==> src/rtl/uvmt_misc_st_dut_rsp_pkg.sv <==
// Shared types and default parameter values for the register-file responder.
`timescale 1ns/1ps
package uvmt_misc_st_dut_rsp_pkg;

  localparam int unsigned DEF_DATA_WIDTH  = 32;
  localparam int unsigned DEF_ADDR_WIDTH  = 4;
  localparam int unsigned DEF_NUM_REGS    = 12;
  localparam int unsigned DEF_RSP_LATENCY = 2;
  localparam int unsigned DEF_FIFO_DEPTH  = 4;

  // Response payload is sized for the widest supported DATA_WIDTH; the top truncates.
  localparam int unsigned RSP_DATA_MAX = 64;

  typedef struct packed {
    logic [RSP_DATA_MAX-1:0] rdata;
    logic                    err;
  } rsp_t;

endpackage

==> src/rtl/uvmt_misc_st_dut_rsp_fifo.sv <==
// Synchronous response FIFO, power-of-2 depth, payload type set by parameter.
`timescale 1ns/1ps
module uvmt_misc_st_dut_rsp_fifo #(
  parameter int unsigned DEPTH = 4,
  parameter type         T     = logic
) (
  input  logic clk,
  input  logic reset,
  input  logic push,
  input  T     din,
  input  logic pop,
  output T     dout,
  output logic full,
  output logic empty
);

  localparam int unsigned AW = (DEPTH > 1) ? $clog2(DEPTH) : 1;

  T             mem [DEPTH];
  logic [AW:0]  wr_ptr;
  logic [AW:0]  rd_ptr;

  // Extra MSB distinguishes full from empty; low bits wrap modulo DEPTH.
  always_ff @(posedge clk or posedge reset) begin
    if (reset) begin
      wr_ptr <= '0;
      rd_ptr <= '0;
    end else begin
      if (push) wr_ptr <= wr_ptr + (AW+1)'(1);
      if (pop)  rd_ptr <= rd_ptr + (AW+1)'(1);
    end
  end

  always_ff @(posedge clk) begin
    if (push) mem[wr_ptr[AW-1:0]] <= din;
  end

  assign dout  = mem[rd_ptr[AW-1:0]];
  assign empty = (wr_ptr == rd_ptr);
  assign full  = (wr_ptr[AW] != rd_ptr[AW]) && (wr_ptr[AW-1:0] == rd_ptr[AW-1:0]);

  a_no_overflow:  assert property (@(posedge clk) disable iff (reset) !(push && full));
  a_no_underflow: assert property (@(posedge clk) disable iff (reset) !(pop && empty));

endmodule

==> src/rtl/uvmt_misc_st_dut_rsp.sv <==
// Register-file responder: valid/ready request port, fixed-latency pipeline,
// in-order response FIFO with credit-style backpressure on the request side.
`timescale 1ns/1ps
module uvmt_misc_st_dut_rsp
  import uvmt_misc_st_dut_rsp_pkg::*;
#(
  parameter int unsigned DATA_WIDTH  = DEF_DATA_WIDTH,
  parameter int unsigned ADDR_WIDTH  = DEF_ADDR_WIDTH,
  parameter int unsigned NUM_REGS    = DEF_NUM_REGS,
  parameter int unsigned RSP_LATENCY = DEF_RSP_LATENCY,
  parameter int unsigned FIFO_DEPTH  = DEF_FIFO_DEPTH
) (
  input  logic                  clk,
  input  logic                  reset,
  input  logic                  req_valid,
  output logic                  req_ready,
  input  logic                  req_we,
  input  logic [ADDR_WIDTH-1:0] req_addr,
  input  logic [DATA_WIDTH-1:0] req_wdata,
  output logic                  rsp_valid,
  input  logic                  rsp_ready,
  output logic [DATA_WIDTH-1:0] rsp_rdata,
  output logic                  rsp_err
);

  localparam int unsigned CNT_W = $clog2(FIFO_DEPTH + 1);
  localparam int unsigned NSTG  = RSP_LATENCY - 1;

  logic [DATA_WIDTH-1:0] regs [NUM_REGS];
  logic [CNT_W-1:0]      outstanding;
  logic                  req_acc;
  logic                  rsp_acc;
  logic                  addr_ok;
  logic [DATA_WIDTH-1:0] rd_val;
  rsp_t                  acc_rsp;
  rsp_t                  push_rsp;
  rsp_t                  head_rsp;
  logic                  push_v;
  logic                  fifo_full;
  logic                  fifo_empty;

  assign req_ready = !reset && (outstanding < CNT_W'(FIFO_DEPTH));
  assign req_acc   = req_valid && req_ready;
  assign rsp_valid = !fifo_empty;
  assign rsp_acc   = rsp_valid && rsp_ready;
  assign addr_ok   = 32'(req_addr) < NUM_REGS;

  always_comb begin
    rd_val = '0;
    for (int unsigned i = 0; i < NUM_REGS; i++) begin
      if (req_addr == ADDR_WIDTH'(i)) rd_val = regs[i];
    end
  end

  always_comb begin
    acc_rsp     = '0;
    acc_rsp.err = !addr_ok;
    if (!req_we) acc_rsp.rdata = RSP_DATA_MAX'(rd_val);
  end

  always_ff @(posedge clk or posedge reset) begin
    if (reset) begin
      for (int unsigned i = 0; i < NUM_REGS; i++) regs[i] <= '0;
    end else if (req_acc && req_we) begin
      for (int unsigned i = 0; i < NUM_REGS; i++) begin
        if (req_addr == ADDR_WIDTH'(i)) regs[i] <= req_wdata;
      end
    end
  end

  always_ff @(posedge clk or posedge reset) begin
    if (reset) begin
      outstanding <= '0;
    end else if (req_acc && !rsp_acc) begin
      outstanding <= outstanding + CNT_W'(1);
    end else if (!req_acc && rsp_acc) begin
      outstanding <= outstanding - CNT_W'(1);
    end
  end

  // The FIFO write is the last latency stage, so only RSP_LATENCY-1 register
  // stages sit in front of it; the response is poppable RSP_LATENCY edges after accept.
  if (NSTG == 0) begin : g_direct
    assign push_v   = req_acc;
    assign push_rsp = acc_rsp;
  end else begin : g_pipe
    logic [NSTG-1:0] stg_v;
    rsp_t            stg_rsp [NSTG];

    always_ff @(posedge clk or posedge reset) begin
      if (reset) begin
        stg_v <= '0;
        for (int unsigned i = 0; i < NSTG; i++) stg_rsp[i] <= '0;
      end else begin
        stg_v[0]   <= req_acc;
        stg_rsp[0] <= acc_rsp;
        for (int unsigned i = 1; i < NSTG; i++) begin
          stg_v[i]   <= stg_v[i-1];
          stg_rsp[i] <= stg_rsp[i-1];
        end
      end
    end

    assign push_v   = stg_v[NSTG-1];
    assign push_rsp = stg_rsp[NSTG-1];
  end

  uvmt_misc_st_dut_rsp_fifo #(
    .DEPTH (FIFO_DEPTH),
    .T     (rsp_t)
  ) u_fifo (
    .clk   (clk),
    .reset (reset),
    .push  (push_v),
    .din   (push_rsp),
    .pop   (rsp_acc),
    .dout  (head_rsp),
    .full  (fifo_full),
    .empty (fifo_empty)
  );

  assign rsp_err   = rsp_valid && head_rsp.err;
  assign rsp_rdata = rsp_valid ? DATA_WIDTH'(head_rsp.rdata) : '0;

  a_outstanding_bound: assert property (
    @(posedge clk) disable iff (reset) outstanding <= CNT_W'(FIFO_DEPTH));
  a_no_push_when_full: assert property (
    @(posedge clk) disable iff (reset) !(push_v && fifo_full));

endmodule

==> config.mk <==
export PLATFORM = sky130hd
export DESIGN_NAME = uvmt_misc_st_dut_rsp
export DESIGN_NICKNAME = d
export VERILOG_FILES = /design/src/rtl/uvmt_misc_st_dut_rsp_pkg.sv /design/src/rtl/uvmt_misc_st_dut_rsp_fifo.sv /design/src/rtl/uvmt_misc_st_dut_rsp.sv
export SDC_FILE = /design/constraint.sdc
export NUM_CORES = 1
export LEC_CHECK = 0
export ABC_AREA = 1
export CAP_MARGIN = 5
export CORE_ASPECT_RATIO = 0.5
export CORE_MARGIN = 1.5
export CORE_UTILIZATION = 40
export DETAILED_ROUTE_END_ITERATION = 6
export DONT_BUFFER_PORTS = 1
export HOLD_SLACK_MARGIN = 0.06
export PLACE_DENSITY = 0.53
export SYNTH_ARGS = -nofsm -noshare
export SYNTH_HDL_FRONTEND = slang
export SYNTH_SLANG_ARGS = --single-unit
==> constraint.sdc <==
create_clock -name clk -period 13.3 [get_ports clk]
set_input_delay 1.995 -clock clk [delete_from_list [all_inputs] [get_ports clk]]
set_output_delay 1.995 -clock clk [all_outputs]
set_load 0.05 [all_outputs]
# --- Word level (Yosys, flattened, before mapping) ---
# Memories as Yosys holds them, arrays and structs flattened.
# Cells that the tools add are included.
# Widths: inputs -> output; s select.
word_totals:
  wordCells: 81
  inputBits: 41
  output_inout_bits: 35
  ramBits: 260
  n_memories: 1
  reg_bits: 459
mem_list:
  columns: ["memory", "depth", "word_bits", "read_ports", "rd_ports_with_merged_regs", "write_ports", "line", "source"]
  rows:
  - ["u_fifo.mem", 4, 65, 1, 0, 1, "uvmt_misc_st_dut_rsp_fifo.sv:19", "T mem [DEPTH];"]
op_classes:
  order_cmp: 2
  add_sub_neg: 4
  n_mux: 18
  reduce_logical: 26
  n_eq_ne: 12
ops:
  columns: ["cell", "count"]
  rows:
  - ["$mux 32", 14]
  - ["$reduce_and 2->1", 12]
  - ["$eq 4x3->1 const B", 4]
  - ["$eq 4x4->1 const B", 4]
  - ["$add 3x1->3 const B", 3]
  - ["$eq 4x2->1 const B", 2]
  - ["$logic_and 1x1->1", 7]
  - ["$mux 3", 2]
  - ["$logic_not 1->1", 5]
  - ["$eq 4x1->1 const B", 1]
  - ["$logic_not 4->1", 1]
  - ["$lt 4x4->1 const B", 1]
  - ["$eq 3x3->1", 1]
  - ["$lt 3x3->1 const B", 1]
  - ["$sub 3x1->3 const B", 1]
  - ["$mux 1", 2]
  - ["$reduce_bool 2->1", 1]

# --- Logic depth before layout (Yosys ltp) ---
# Gate-level depths: netlist of the first run.
depth:
  word_depth: 14
  depth_mapped: 13
  depth_no_buf: 13

# --- Cells and area by module ---
# Synthesis of the first run repeated with hierarchy kept, for this count alone.
unflattened:
  cells_unflattened: 2734
  area_unflattened_um2: 30040.1
modules_own_cells:
  columns: ["module", "instances", "cells_each", "area_per_inst_um2"]
  rows:
  - ["uvmt_misc_st_dut_rsp", 1, 1933, 19298.5]
  - ["uvmt_misc_st_dut_rsp_fifo", 1, 801, 10741.6]

# --- Least setup slack after synthesis of the first run ---
# OpenSTA, ideal clock, no wires.
synth_timing:
  path_type: "input -> output"
  startpoint: "in reset"
  endpoint: "out req_ready"
  setup_slack_ps: 8656
  arrival_ps: 2649
  stages: 1
  t_required_ps: 11305
  path_cell_list: "nor2_1"
synth_between:
  elab_chain_cells: 2
synth_lines:
  columns: ["element", "line", "source"]
  rows:
  - ["from (decl)", "uvmt_misc_st_dut_rsp.sv:14", "input logic reset,"]
  - ["$logic_not 1->1 (no source line)", null, null]
  - ["$logic_and 1x1->1", "uvmt_misc_st_dut_rsp.sv:42", "assign req_ready = !reset && (outstanding < CNT_W'(FIFO_DEPTH));"]
  - ["to (decl)", "uvmt_misc_st_dut_rsp.sv:16", "output logic req_ready,"]
# Every way passes these cells.

# --- Worst setup path after layout of the first run ---
layout_timing:
  startpoint: "reg u_fifo.rd_ptr[1]"
  endpoint: "out rsp_rdata[8]"
layout_between:
  elab_chain_cells: 2
  elab_cells_between_ends: 3
  classes_between: "1 x eq/ne; 1 x mux; 1 x memory"
layout_lines:
  columns: ["element", "line", "source"]
  rows:
  - ["from (decl)", "uvmt_misc_st_dut_rsp_fifo.sv:21", "logic [AW:0] rd_ptr;"]
  - ["from (signal assigned)", "uvmt_misc_st_dut_rsp_fifo.sv:30", "if (pop) rd_ptr <= rd_ptr + (AW+1)'(1);"]
  - ["$mem_v2 4x65 or $eq 3x3->1 (tied branches)", null, null]
  - ["$mux 32 (*)", "uvmt_misc_st_dut_rsp.sv:123", "assign rsp_rdata = rsp_valid ? DATA_WIDTH'(head_rsp.rdata) : '0;"]
  - ["to (decl)", "uvmt_misc_st_dut_rsp.sv:22", "output logic [DATA_WIDTH-1:0] rsp_rdata,"]
# Every way passes the cells marked *; elsewhere a longest branch is shown, timed or not.

==> flow_metrics.tcl, run 1 <==
set metrics [dict create \
    drt_first_pass_iters 5 \
    fin_hold_ws_ns 0.4802 \
    p_leak_nw 12.05 \
    hpwl_um 37030 \
    netlist_instances 2293 \
    drive_above_1_share_pct 15.54 \
    slew_violations 0 \
    io-pin-count 76 \
    post-cts-setup-buffers 0 \
    rows 63 \
    rrSetupSlack_ns 10.06 \
    grt_use_total_pct 20.47 \
    synth_largest_area_cell "dfrtp_1" \
    synth.distinct_cells 28 \
    clkTransAtPathRegs_ns 0.06 \
    r2r-start "outstanding[2]" \
    async_reset_ff_share_pct 76.39 \
    critical_path.max_fanout 36 \
    period_share_pct 41.87 \
    drt-total-wl_um 62270 \
    p_per_area_nw_per_um2 177.9 \
    h-tree-depth 2 \
    r2r_end "regs[136]" \
    min_to "regs[26]" \
    syn_to_final_growth_pct 9.601 \
    gp_congestion 0.7708 \
    setup_viol 0 \
    post_cts_resized 0 \
    grt_overflow 0 \
    numCtsBuffers 52 \
    synth-edff-count 132 \
    worstMarginPinSlew_ns 1.127 \
    rsz0062_at_grt "no" \
    synth_ff_type "dfrtp_1" \
    cts-root-buf "clkbuf_16" \
    die_w_um 351.3 \
    fin_tns_setup_ns 0 \
    critPathKind "reg -> out" \
    crit_arrival_ns 3.57 \
    cap_violations 0 \
    layout_common_cells "nand2_1 (459), dfrtp_1 (426), nor2_1 (214)" \
    ff2ff_path_depth 6 \
    wl_per_cell_um 20.19 \
    ir_worst_vdd_v 0.0001480 \
    design.die.area_sq_um 62240 \
    syn-cell-area_sq_um 24270 \
    cts_tree "built" \
    synth-seq-cells 559 \
    synth_nets 2341 \
    hold_depth 1 \
    dieHeight_um 177.2 \
    grt_max_degree 148 \
    cts_hold_buf 0 \
    portBuffers 0 \
    antenna_found_initial 1 \
    max_freq_ghz 0.1796 \
    clock_path_buffers 3 \
    final_antenna_net_count 0 \
    drt_iter0_markers 1128 \
    ys_warn_count 0 \
    min_from "regs[26]" \
    syn_area_per_cell_sq_um 10.58 \
    clock_skew_ns 0.02127 \
    grt_pass1_wl_um 96170 \
    start_kind "flip-flop" \
    finalHoldViolCount 0 \
    netlist.area_leader.share_pct 44.03 \
    dr_total_vias 15781 \
    core-area_sq_um 59590 \
    clock_latency_ns 0.60 \
    finalPower_w 0.004732 \
    via_per_inst 5.115 \
    outcome "finished, final reports clean" \
    grt_pass1_vias 15419 \
    crit_required_ns 11.31 \
    relSlewSlack_pct 24.84 \
    ys_seq_area_share_pct 60.37 \
    crit_path_end_kind "output pin" \
    route.detailed.drc 0 \
    nets 2277 \
    final_common_cell "nand2_1" \
    min_period_ns 5.569 \
    clkSinkCount 559 \
    initial_core_util_pct 40.72 \
    hold_path_class "reg -> reg" \
    synth.top_cells.by_area "dfrtp_1 (44%), edfxtp_1 (16%), mux2_2 (9.6%)" \
]
[synthesized netlist by cell type, types with 18 or more instances]
cell	instances
mux2_1	83
edfxtp_1	132
clkbuf_1	95
buf_2	34
buf_4	18
nand2_1	459
nand4_1	62
o21ai_1	37
a21oi_1	37
mux2_2	206
o21ai_0	189
nand3_1	90
dfrtp_1	427
nor2_1	218
inv_1	142
[sequential cells by signal (all words and copies together), names as in the netlist]
register	flops
g_pipe.stg_rsp	33
g_pipe.stg_v	1
u_fifo.rd_ptr	3
u_fifo.mem	132
outstanding	3
u_fifo.wr_ptr	3
regs	384
[how the worst max path moves through the flow]
| stage | startpoint | end | slack (ns) | cells past startpoint |
|---|---|---|---|---|
| after global placement | u_fifo.rd_ptr[1] | rsp_rdata[18] | 8.34 | 5 |
| final | u_fifo.rd_ptr[1] | rsp_rdata[8] | 7.73 | 5 |
| after floorplan | reset | g_pipe.stg_rsp[0] | 5.54 | 1 |
| after global routing | u_fifo.rd_ptr[1] | rsp_rdata[15] | 7.40 | 5 |
| after detailed placement | u_fifo.rd_ptr[1] | rsp_rdata[18] | 8.27 | 5 |
| after CTS | u_fifo.rd_ptr[1] | rsp_rdata[18] | 7.64 | 5 |
[power breakdown]
group / internal (W) / switching (W) / total [W]
registers: 0.00204 / 0.000121 / 0.00216
logic: 0.000279 / 0.000822 / 0.00110
clock network: 0.000827 / 0.000644 / 0.00147
[routing by layer]
layer  wire length, um  track usage, %
met1             30550           30.32
met2             27530           31.23
met3              3068           3.720
met4              1124           4.508
met5                 0               0
[cells by family after synthesis]
kind of cell / synth area share (%)
and+or+nand+nor: 14.76
DFF: 60.37
buffers and inverters: 5.326
muxes: 13.41
AOI/OAI and AO/OA: 5.424
xor gates and xnor gates: 0.3248
adders and majority gates: 0.3918
[critical path, stage by stage, from the launching register on]
cell     delay, ns
dfrtp_1       0.32
buf_4         0.38
xnor2_1       0.11
nand3_1       0.47
inv_1         0.66
a21oi_1       1.04
[stage by stage]
| step | instance area [sq um] | instances | utilization [%] | setup slack, ns |
|---|---|---|---|---|
| after floorplan | 24270 | 2293 | - | 5.542 |
| after global placement | 24940 | 2987 | 41.86 | 8.338 |
| after detailed placement | 24940 | 2987 | 41.86 | 8.271 |
| after CTS | 26590 | 3083 | 44.62 | 7.639 |
| after global routing | 26590 | 3083 | 44.62 | 7.398 |
| final | 26600 | 3085 | 44.63 | 7.731 |
[final cells by class]
class	count	area, sq um
Antenna cell	2	5.005
Clock buffer	89	1589
Clock inverter	7	60.06
Fill cell	5666	33000
Inverter	159	600.6
Multi-Input combinational cell	1419	8378
Sequential cell	559	14650
Tap cell	812	1016
Timing Repair Buffer	38	297.8
(Power assumes the default switching activity.)
==> run 2: changes to the inputs <==
- clock period: 13.3 -> 5.1 ns (I/O delays scaled with it)
==> run 2 against run 1 <==
  * Critical path depth increased by 1
  * Die area did not move
  * Sequential share of layout area is 0.69 points lower
  * Routed wire length is 1.1% lower
  * Via count increased by 0.74%
  * Cell count up 1.2%
  * Clock power grew to 2.6 times the previous value
  * Final area rose by 1.3%
  * Clock skew decreased by 0.011 ns
  * Highest routed layer unchanged
  * Critical path type unchanged
  * Total power increased to 2.7 times the previous value
  * Non-clock buffer count rose by 38
==> flow_metrics.tcl, run 2 (synthesis gave the netlist of run 1 again) <==
set metrics [dict create \
    drt_first_pass_iters 5 \
    grt_max_degree 164 \
    stdcell_count 3121 \
    r2r-start "outstanding[2]" \
    cts_hold_buf 0 \
    hold_path_class "in -> async" \
    clock_skew_ns 0.009987 \
    switching_share_pct 33.07 \
    drt-total-wl_um 61610 \
    combPwrFrac_pct 25.7 \
    layout_common_cells "nand2_1 (459), dfrtp_1 (426), nor2_1 (214)" \
    clock_latency_ns 0.58 \
    final_common_cell "nand2_1" \
    clkSinkCount 559 \
    dr_total_vias 15898 \
    clock_power_share_pct 30.2 \
    p_per_area_nw_per_um2 474.3 \
    post-cts-setup-buffers 0 \
    crit_path_end_kind "output pin" \
    clock_path_buffers 3 \
    rsz0062_at_grt "no" \
    postLayoutCoreUtil_pct 45.20 \
    gp_congestion 0.7860 \
    antenna_found_initial 0 \
    cpMaxStageDelayCell "inv_1" \
    io-pin-count 76 \
    grt_pass1_vias 15629 \
    crit_arrival_ns 3.23 \
    p_sw_w 0.004224 \
    p_leak_nw 12.28 \
    portBuffers 0 \
    via_per_inst 5.094 \
    final_antenna_net_count 0 \
    h-tree-depth 2 \
    core-area_sq_um 59590 \
    hpwl_um 36980 \
    critPathMaxStageDelay_ns 0.71 \
    grt_use_total_pct 20.34 \
    nets 2315 \
    finalHoldViolCount 0 \
    start_kind "flip-flop" \
    seq_power_share_pct 44.1 \
    cts_tree "built" \
    dp_cells 3025 \
    numCtsBuffers 52 \
    cts-root-buf "clkbuf_16" \
    r2r_end "regs[283]" \
    post_cts_resized 0 \
    slew_violations 0 \
    max_freq_ghz 0.2506 \
    rows 63 \
    initial_core_util_pct 40.72 \
    period_share_pct 78.24 \
    relSlewSlack_pct 15.30 \
    dpl_worst_slack_ns 1.695 \
    design.die.area_sq_um 62240 \
    ff2ff_path_depth 6 \
    cp_common_cell "buf_4" \
    p_int_w 0.008549 \
    rrSetupSlack_ns 2.11 \
    die_w_um 351.3 \
    outcome "finished, final reports clean" \
    worstMarginPinSlew_ns 1.267 \
    dieHeight_um 177.2 \
    drive_above_1_share_pct 16.98 \
    critical_path.max_fanout 19 \
    route.detailed.drc 0 \
    cap_violations 0 \
    fillCellCount 5586 \
    crit_required_ns 4.34 \
    wl_per_cell_um 19.74 \
    drt_iter0_markers 1458 \
    path_cells "xnor2_1 -> nand3_1 -> inv_1 -> buf_4 -> a21oi_1 -> buf_4" \
    setup_viol 0 \
    syn_to_final_growth_pct 10.99 \
    grt_pass1_wl_um 96580 \
    clkTransAtPathRegs_ns 0.07 \
    largest_reg_flops 384 \
    top_register "regs" \
    fin_ws_ns 1.110 \
    min_period_ns 3.990 \
    ir_worst_vdd_v 0.0003700 \
    grt_overflow 0 \
    critPathKind "reg -> out" \
]
run 2: metal layers:
layer / routed length, um / track usage (%) / vias up
met3: 2723 / 3.237 / 74
li1: - / - / 7527
met4: 1204 / 4.813 / 0
met5: 0 / 0 / -
met2: 26810 / 30.97 / 263
met1: 30870 / 30.34 / 8034
run 2: power by group through the flow:
| stage | clock network (W) | registers [W] | logic (W) |
|---|---|---|---|
| global route | 0.00412 | 0.00572 | 0.00359 |
| floorplan | 0 | 0.00563 | 0.00246 |
| finish | 0.00386 | 0.00563 | 0.00328 |
| global placement | 0 | 0.00569 | 0.00329 |
| detailed placement | 0 | 0.00571 | 0.00333 |
| CTS | 0.00395 | 0.00563 | 0.00334 |
run 2: worst max path at each step:
stage | start | endpoint | slack [ns] | cells after the start
floorplan | reset | g_pipe.stg_rsp[0] | -1.43 | 1
global placement | u_fifo.wr_ptr[0] | rsp_rdata[12] | 1.70 | 6
detailed placement | u_fifo.wr_ptr[0] | rsp_rdata[12] | 1.69 | 6
CTS | u_fifo.wr_ptr[0] | rsp_rdata[12] | 1.05 | 6
global route | u_fifo.wr_ptr[1] | rsp_rdata[12] | 0.93 | 6
finish | u_fifo.wr_ptr[0] | rsp_rdata[12] | 1.11 | 6
run 2: cell type report:
| cell class | count | area (sq um) | share of cell area (%) |
|---|---|---|---|
| multi-input cells | 1419 | 8378 | 31.11 |
| diodes | 1 | 2.502 | 0.009291 |
| inverters | 159 | 600.6 | 2.230 |
| flip-flops and latches | 559 | 14650 | 54.39 |
| clock inverters | 9 | 78.83 | 0.2927 |
| well taps | 812 | 1016 | 3.772 |
| clock buffers | 86 | 1599 | 5.937 |
| repair buffers | 76 | 608.1 | 2.258 |
run 2: per-stage QoR:
stage | total power (W) | area [sq um] | hold WS (ns) | TNS (ns)
3_3_place_gp | 0.008985 | 25250 | 0.4616 | 0
5_1_grt | 0.01343 | 26930 | 0.1509 | 0
3_5_place_dp | 0.009039 | 25250 | 0.4694 | 0
4_1_cts | 0.01291 | 26930 | 0.1224 | 0
6_report | 0.01277 | 26930 | 0.1291 | 0
2_1_floorplan | 0.008087 | 24270 | 0.4525 | -609.93
run 2: critical path: cells and delay by family (launching register included):
family                 cells  cell delay [ns]
buffers and inverters      3             1.33
AND/OR/NAND/NOR            1             0.50
AO/OA/AOI/OAI              1             0.15
XOR/XNOR                   1             0.19
flip-flops                 1             0.45
